### config.mk
export PLATFORM = sky130hd
export DESIGN_NAME = cpu5_mc_ctrl
export DESIGN_NICKNAME = d
export VERILOG_FILES = /design/src/rtl/cpu5_mc_ctrl.sv
export SDC_FILE = /design/constraint.sdc
export NUM_CORES = 1
export LEC_CHECK = 0
export ABC_AREA = 1
export ABC_CLOCK_PERIOD_IN_PS = 2100
export BUFFER_PORTS_ARGS = -buffer_cell sky130_fd_sc_hd__buf_2
export CAP_MARGIN = 20
export CORE_MARGIN = 4
export CORE_UTILIZATION = 51
export DETAILED_ROUTE_END_ITERATION = 7
export GPL_TIMING_DRIVEN = 0
export PLACE_DENSITY_LB_ADDON = 0.08
export SETUP_SLACK_MARGIN = 0.4
export SYNTH_ARGS = -nofsm -noshare
export SYNTH_HDL_FRONTEND = slang
export SYNTH_SLANG_ARGS = --single-unit
### constraint.sdc
create_clock -name clk -period 2.1 [get_ports clk]
set_clock_uncertainty 0.2 [all_clocks]
set_input_delay 0.42 -clock clk [delete_from_list [all_inputs] [get_ports clk]]
set_output_delay 0.42 -clock clk [all_outputs]
set_load 0.005 [all_outputs]
### src/rtl/cpu5_mc_ctrl.sv
// ============================================================================
// Module      : cpu5_mc_ctrl
// Description : Multicycle control FSM for the cpu5 core sharing a single
//               instruction/data memory port with a req/ack handshake.
// Revision    : 1.0 - initial release
// ============================================================================
`default_nettype none

module cpu5_mc_ctrl #(
    parameter int OPCODE_SIZE = 6,
    parameter int ALUOP_SIZE  = 2
) (
    input  logic                   clk,
    input  logic                   reset,
    input  logic [OPCODE_SIZE-1:0] op,
    input  logic                   mem_ack,
    output logic                   mem_req,
    output logic                   memwrite,
    output logic                   iord,
    output logic                   irwrite,
    output logic                   mdrwrite,
    output logic                   pcwrite,
    output logic                   pcwrite_cond,
    output logic [1:0]             pcsrc,
    output logic                   alusrca,
    output logic [1:0]             alusrcb,
    output logic [ALUOP_SIZE-1:0]  aluop,
    output logic                   regwrite,
    output logic                   regdst,
    output logic                   memtoreg,
    output logic                   trap
);

    localparam logic [OPCODE_SIZE-1:0] c_OP_RTYPE = OPCODE_SIZE'(6'b000000);
    localparam logic [OPCODE_SIZE-1:0] c_OP_LW    = OPCODE_SIZE'(6'b100011);
    localparam logic [OPCODE_SIZE-1:0] c_OP_SW    = OPCODE_SIZE'(6'b101011);
    localparam logic [OPCODE_SIZE-1:0] c_OP_BEQ   = OPCODE_SIZE'(6'b000100);
    localparam logic [OPCODE_SIZE-1:0] c_OP_ADDI  = OPCODE_SIZE'(6'b001000);
    localparam logic [OPCODE_SIZE-1:0] c_OP_J     = OPCODE_SIZE'(6'b000010);

    localparam logic [ALUOP_SIZE-1:0] c_ALU_ADD   = ALUOP_SIZE'(2'b00);
    localparam logic [ALUOP_SIZE-1:0] c_ALU_SUB   = ALUOP_SIZE'(2'b01);
    localparam logic [ALUOP_SIZE-1:0] c_ALU_FUNCT = ALUOP_SIZE'(2'b10);

    typedef enum logic [3:0] {
        S_FETCH  = 4'd0,
        S_DECODE = 4'd1,
        S_MEMADR = 4'd2,
        S_MEMRD  = 4'd3,
        S_MEMWB  = 4'd4,
        S_MEMWR  = 4'd5,
        S_EXEC   = 4'd6,
        S_ALUWB  = 4'd7,
        S_BRANCH = 4'd8,
        S_ADDIEX = 4'd9,
        S_ADDIWB = 4'd10,
        S_JUMP   = 4'd11,
        S_TRAP   = 4'd12
    } state_t;

    state_t                r_state;
    state_t                w_next;

    logic                  r_mem_req;
    logic                  r_memwrite;
    logic                  r_iord;
    logic                  r_pcwrite;
    logic                  r_pcwrite_cond;
    logic [1:0]            r_pcsrc;
    logic                  r_alusrca;
    logic [1:0]            r_alusrcb;
    logic [ALUOP_SIZE-1:0] r_aluop;
    logic                  r_regwrite;
    logic                  r_regdst;
    logic                  r_memtoreg;
    logic                  r_trap;
    logic                  r_in_fetch;
    logic                  r_in_memrd;

    always_comb begin
        w_next = r_state;
        case (r_state)
            S_FETCH:  w_next = mem_ack ? S_DECODE : S_FETCH;
            S_DECODE: begin
                if (op == c_OP_LW || op == c_OP_SW) w_next = S_MEMADR;
                else if (op == c_OP_RTYPE)          w_next = S_EXEC;
                else if (op == c_OP_BEQ)            w_next = S_BRANCH;
                else if (op == c_OP_ADDI)           w_next = S_ADDIEX;
                else if (op == c_OP_J)              w_next = S_JUMP;
                else                                w_next = S_TRAP;
            end
            S_MEMADR: w_next = (op == c_OP_SW) ? S_MEMWR : S_MEMRD;
            S_MEMRD:  w_next = mem_ack ? S_MEMWB : S_MEMRD;
            S_MEMWR:  w_next = mem_ack ? S_FETCH : S_MEMWR;
            S_EXEC:   w_next = S_ALUWB;
            S_ADDIEX: w_next = S_ADDIWB;
            default:  w_next = S_FETCH;
        endcase
    end

    // Moore outputs are registered from the state being entered, so they
    // change together with r_state and carry no decode glitches.
    always_ff @(posedge clk) begin
        r_mem_req      <= 1'b0;
        r_memwrite     <= 1'b0;
        r_iord         <= 1'b0;
        r_pcwrite      <= 1'b0;
        r_pcwrite_cond <= 1'b0;
        r_pcsrc        <= 2'b00;
        r_alusrca      <= 1'b0;
        r_alusrcb      <= 2'b00;
        r_aluop        <= c_ALU_ADD;
        r_regwrite     <= 1'b0;
        r_regdst       <= 1'b0;
        r_memtoreg     <= 1'b0;
        r_trap         <= 1'b0;
        r_in_fetch     <= 1'b0;
        r_in_memrd     <= 1'b0;
        if (reset) begin
            r_state    <= S_FETCH;
            r_mem_req  <= 1'b1;
            r_alusrcb  <= 2'b01;
            r_in_fetch <= 1'b1;
        end else begin
            r_state <= w_next;
            case (w_next)
                S_FETCH: begin
                    r_mem_req  <= 1'b1;
                    r_alusrcb  <= 2'b01;
                    r_in_fetch <= 1'b1;
                end
                S_DECODE: r_alusrcb <= 2'b11;
                S_MEMADR: begin
                    r_alusrca <= 1'b1;
                    r_alusrcb <= 2'b10;
                end
                S_MEMRD: begin
                    r_mem_req  <= 1'b1;
                    r_iord     <= 1'b1;
                    r_in_memrd <= 1'b1;
                end
                S_MEMWB: begin
                    r_regwrite <= 1'b1;
                    r_memtoreg <= 1'b1;
                end
                S_MEMWR: begin
                    r_mem_req  <= 1'b1;
                    r_memwrite <= 1'b1;
                    r_iord     <= 1'b1;
                end
                S_EXEC: begin
                    r_alusrca <= 1'b1;
                    r_aluop   <= c_ALU_FUNCT;
                end
                S_ALUWB: begin
                    r_regwrite <= 1'b1;
                    r_regdst   <= 1'b1;
                end
                S_BRANCH: begin
                    r_alusrca      <= 1'b1;
                    r_aluop        <= c_ALU_SUB;
                    r_pcsrc        <= 2'b01;
                    r_pcwrite_cond <= 1'b1;
                end
                S_ADDIEX: begin
                    r_alusrca <= 1'b1;
                    r_alusrcb <= 2'b10;
                end
                S_ADDIWB: r_regwrite <= 1'b1;
                S_JUMP: begin
                    r_pcwrite <= 1'b1;
                    r_pcsrc   <= 2'b10;
                end
                S_TRAP:  r_trap <= 1'b1;
                default: ;
            endcase
        end
    end

    assign mem_req      = r_mem_req;
    assign memwrite     = r_memwrite;
    assign iord         = r_iord;
    assign irwrite      = r_in_fetch & mem_ack;
    assign mdrwrite     = r_in_memrd & mem_ack;
    assign pcwrite      = r_pcwrite | (r_in_fetch & mem_ack);
    assign pcwrite_cond = r_pcwrite_cond;
    assign pcsrc        = r_pcsrc;
    assign alusrca      = r_alusrca;
    assign alusrcb      = r_alusrcb;
    assign aluop        = r_aluop;
    assign regwrite     = r_regwrite;
    assign regdst       = r_regdst;
    assign memtoreg     = r_memtoreg;
    assign trap         = r_trap;

endmodule

`default_nettype wire
==> impl_metrics.yaml <==
status:
  outcome: "finished clean"
sta:
  fin_crit_ns: 1.686
  rsz0062_at_grt: "true"
  hold_viol: 0
  slew-limit-headroom_pct: 67.40
  setup_viol: 0
  drv_slew: 0
  whs_ns: 0.2964
  fmax_mhz: 593.1
  tightest_slew_ns: 0.4890
  fin_crit_sh_pct: 80.29
  setup_tns_ns: 0
global_routing:
  grt_pass1_vias: 871
  grt_max_degree: 13
  track_usage_pct: 17.25
  grt_pass1_wl_um: 3567
  grt-ovfl-total: 0
  grt_antenna_before_repair: 0
route:
  routed_wl_um: 2133
  drt-initial-drc-count: 26
  drc: 0
  wire_per_inst_um: 10.56
  dr.pass1.iters: 4
  drtAntennaViolNets: 0
  vias_per_cell: 4.708
  vias: 951
yosys:
  synth_area_um2: 1040
  yosysWarnings: 0
  syn_nets: 154
  syn_inst: 145
  muxShareOfSynthArea_pct: 0
  synth.distinct_cells: 22
  synthTopCellsByArea: "dfxtp_1 (39%), nand2_1 (11%), nor2_1 (9.7%), nand3_1 (6.3%), nor2_2 (5.4%)"
  synthSimpleGateAreaFrac_pct: 50.06
  syn_area_per_cell_um2: 7.171
  synth_top_area_cell: "dfxtp_1"
  synth_xor_area_share_pct: 0
  synth-adder-area-share_pct: 0
  synth-compound-area-share_pct: 2.407
  ys_seq_area_share_pct: 38.51
  synth_top_family_by_area: "simple AND/OR/NAND/NOR gates"
  synth_top_area_share_pct: 38.51
  synth-seq-cells: 20
worst_setup_path:
  crit_chain: "nor2_4 -> nand2_2 -> nor2_4 -> and2_4 -> nand2_4 -> nand2_8 -> nor2_4 -> nand2_1 -> nand2_1 -> nor2_1 -> nor2_1"
  path_class: "reg2reg"
  cp_num_buf_inv: 0
  crit_fanout: 5
  critPathMostFrequentCell: "nor2_4"
  crit_path_max_incr_delay_ns: 0.38
  start_kind: "register"
  arrival_ns: 1.67
  cp.required_ns: 2.09
  crit_family: "simple AND/OR/NAND/NOR gates"
  crit_slowest_cell: "dfxtp_4"
  worstSetupEndpointType: "register"
  reg2reg_slack_ns: 0.41
power_and_ir_drop:
  p_per_area_nw_per_um2: 727.5
  total_power_w: 0.0009503
  leakagePower_nw: 0.6773
  vdd_drop_max_uv: 479.0
run:
  drv_cap: 0
cts:
  cts.path.max_buffers: 2
  cts_buffers: 3
  cts_hold_buf: 0
  cts_max_level: 1
  path_clk_slew_ns: 0.11
  root_buffer: "clkbuf_4"
  cts_tree: "yes"
  clk_latency_ns: 0.30
  cts.sinks: 20
die:
  initial_core_util_pct: 53.54
  die_h_um: 53.15
  die_area_um2: 2825
  die_x_um: 53.15
  io_pins: 27
  core_area_um2: 1942
  placementRows: 16
cells_and_area:
  diodes: 0
  regArea_um2: 410.4
  finalNetCount: 185
  multi_input_area_um2: 576.8
  largest_reg_flops: 4
  top_register: "r_state"
  area_growth_pct: 25.63
  drive_gt1_share_pct: 42.86
  fin_cells: 202
  num-fill-cells: 172
hold_path:
  hold_class: "in2reg"
place:
  dpl.hpwl_um: 1651
  place_congestion: 0.8369
  placed_cells: 197
  io_buffer_count: 25
[timing repair]
action | CTS | global route
setup endpoints to repair | 5 | 11
pin swaps | 0 | 1
gates resized for setup | 4 | 12
gates cloned | 0 | 0
setup buffers | 0 | 1
[layout make-up]
class / count / area share [%]
Multi-Input combinational cell: 102 / 44.16
Sequential cell: 20 / 31.42
Timing Repair Buffer: 26 / 10.63
Inverter: 20 / 5.747
Tap cell: 27 / 2.586
Clock inverter: 1 / 2.299
Clock buffer: 3 / 1.724
Buffer: 3 / 1.437
[cells in the final DEF, fill, tap and decap left out, drive strengths merged]
cell type	netlist	final
dfxtp	20	20
a31oi	1	1
a21oi	3	3
inv	20	20
buf	2	28
nor3	3	3
nand2	37	37
nor2	40	40
and2	1	1
or2	1	1
nand3	15	15
nor4	1	1
clkbuf	1	4
bufinv	0	1
[stage by stage]
stage / setup slack [ns] / instance area, um^2 / utilization [%]
global route: 0.2803 / 1306 / 67.27
floorplan: 0.4412 / 1040 / -
detailed placement: 0.1471 / 1199 / 61.73
global placement: 0.1870 / 1199 / 61.73
finish: 0.4139 / 1306 / 67.27
CTS: 0.3812 / 1257 / 64.76
[logic make-up (layout without fill, tap and decap cells)]
group | count (synthesis) | in the layout
AND/OR/NAND/NOR | 98 | 98
buffers and inverters | 23 | 53
flip-flops | 20 | 20
AO/OA/AOI/OAI | 4 | 4
[Yosys cell counts, drive strengths merged]
| master | instances |
|---|---|
| nand2 | 37 |
| and2 | 1 |
| nand3 | 15 |
| nor2 | 40 |
| a31oi | 1 |
| or2 | 1 |
| nor4 | 1 |
| inv | 20 |
| nor3 | 3 |
| clkbuf | 1 |
| buf | 2 |
| dfxtp | 20 |
| a21oi | 3 |
[path summary, 6_finish.rpt]
check / endpoint / start / depth (start not counted)
worst max register to register: alusrca$_SDFF_PP0_ / r_state[3]$_SDFF_PP0_ / 11
worst min-delay path: memtoreg$_SDFF_PP0_ / mem_ack / 3
worst max-delay path: alusrca$_SDFF_PP0_ / r_state[3]$_SDFF_PP0_ / 11
worst min register to register: regdst$_SDFF_PP0_ / r_state[3]$_SDFF_PP0_ / 3
[power breakdown]
| part | switching [W] | total (W) | internal (W) |
|---|---|---|---|
| Clock | 0.000117 | 0.000310 | 0.000193 |
| Sequential | 0.0000128 | 0.000416 | 0.000403 |
| Combinational | 0.000137 | 0.000224 | 0.0000873 |
| Total | 0.000267 | 0.000950 | 0.000684 |
[metal layers]
metal / vias to the layer above / global-route usage, % / share of wire [%]
li1: 500 / - / -
met1: 419 / 20.75 / 43
met2: 25 / 28.51 / 50
met3: 7 / 4.225 / 5.0
met4: 0 / 8.085 / 1.8
met5: - / 0 / 0
[worst min-delay path, delay by kind of cell]
kind / cells / cell delay [ns]
and+or+nand+nor: 2 / 0.21
buffers and inverters: 1 / 0.13
Note: power is estimated with default switching activity, not from simulation.
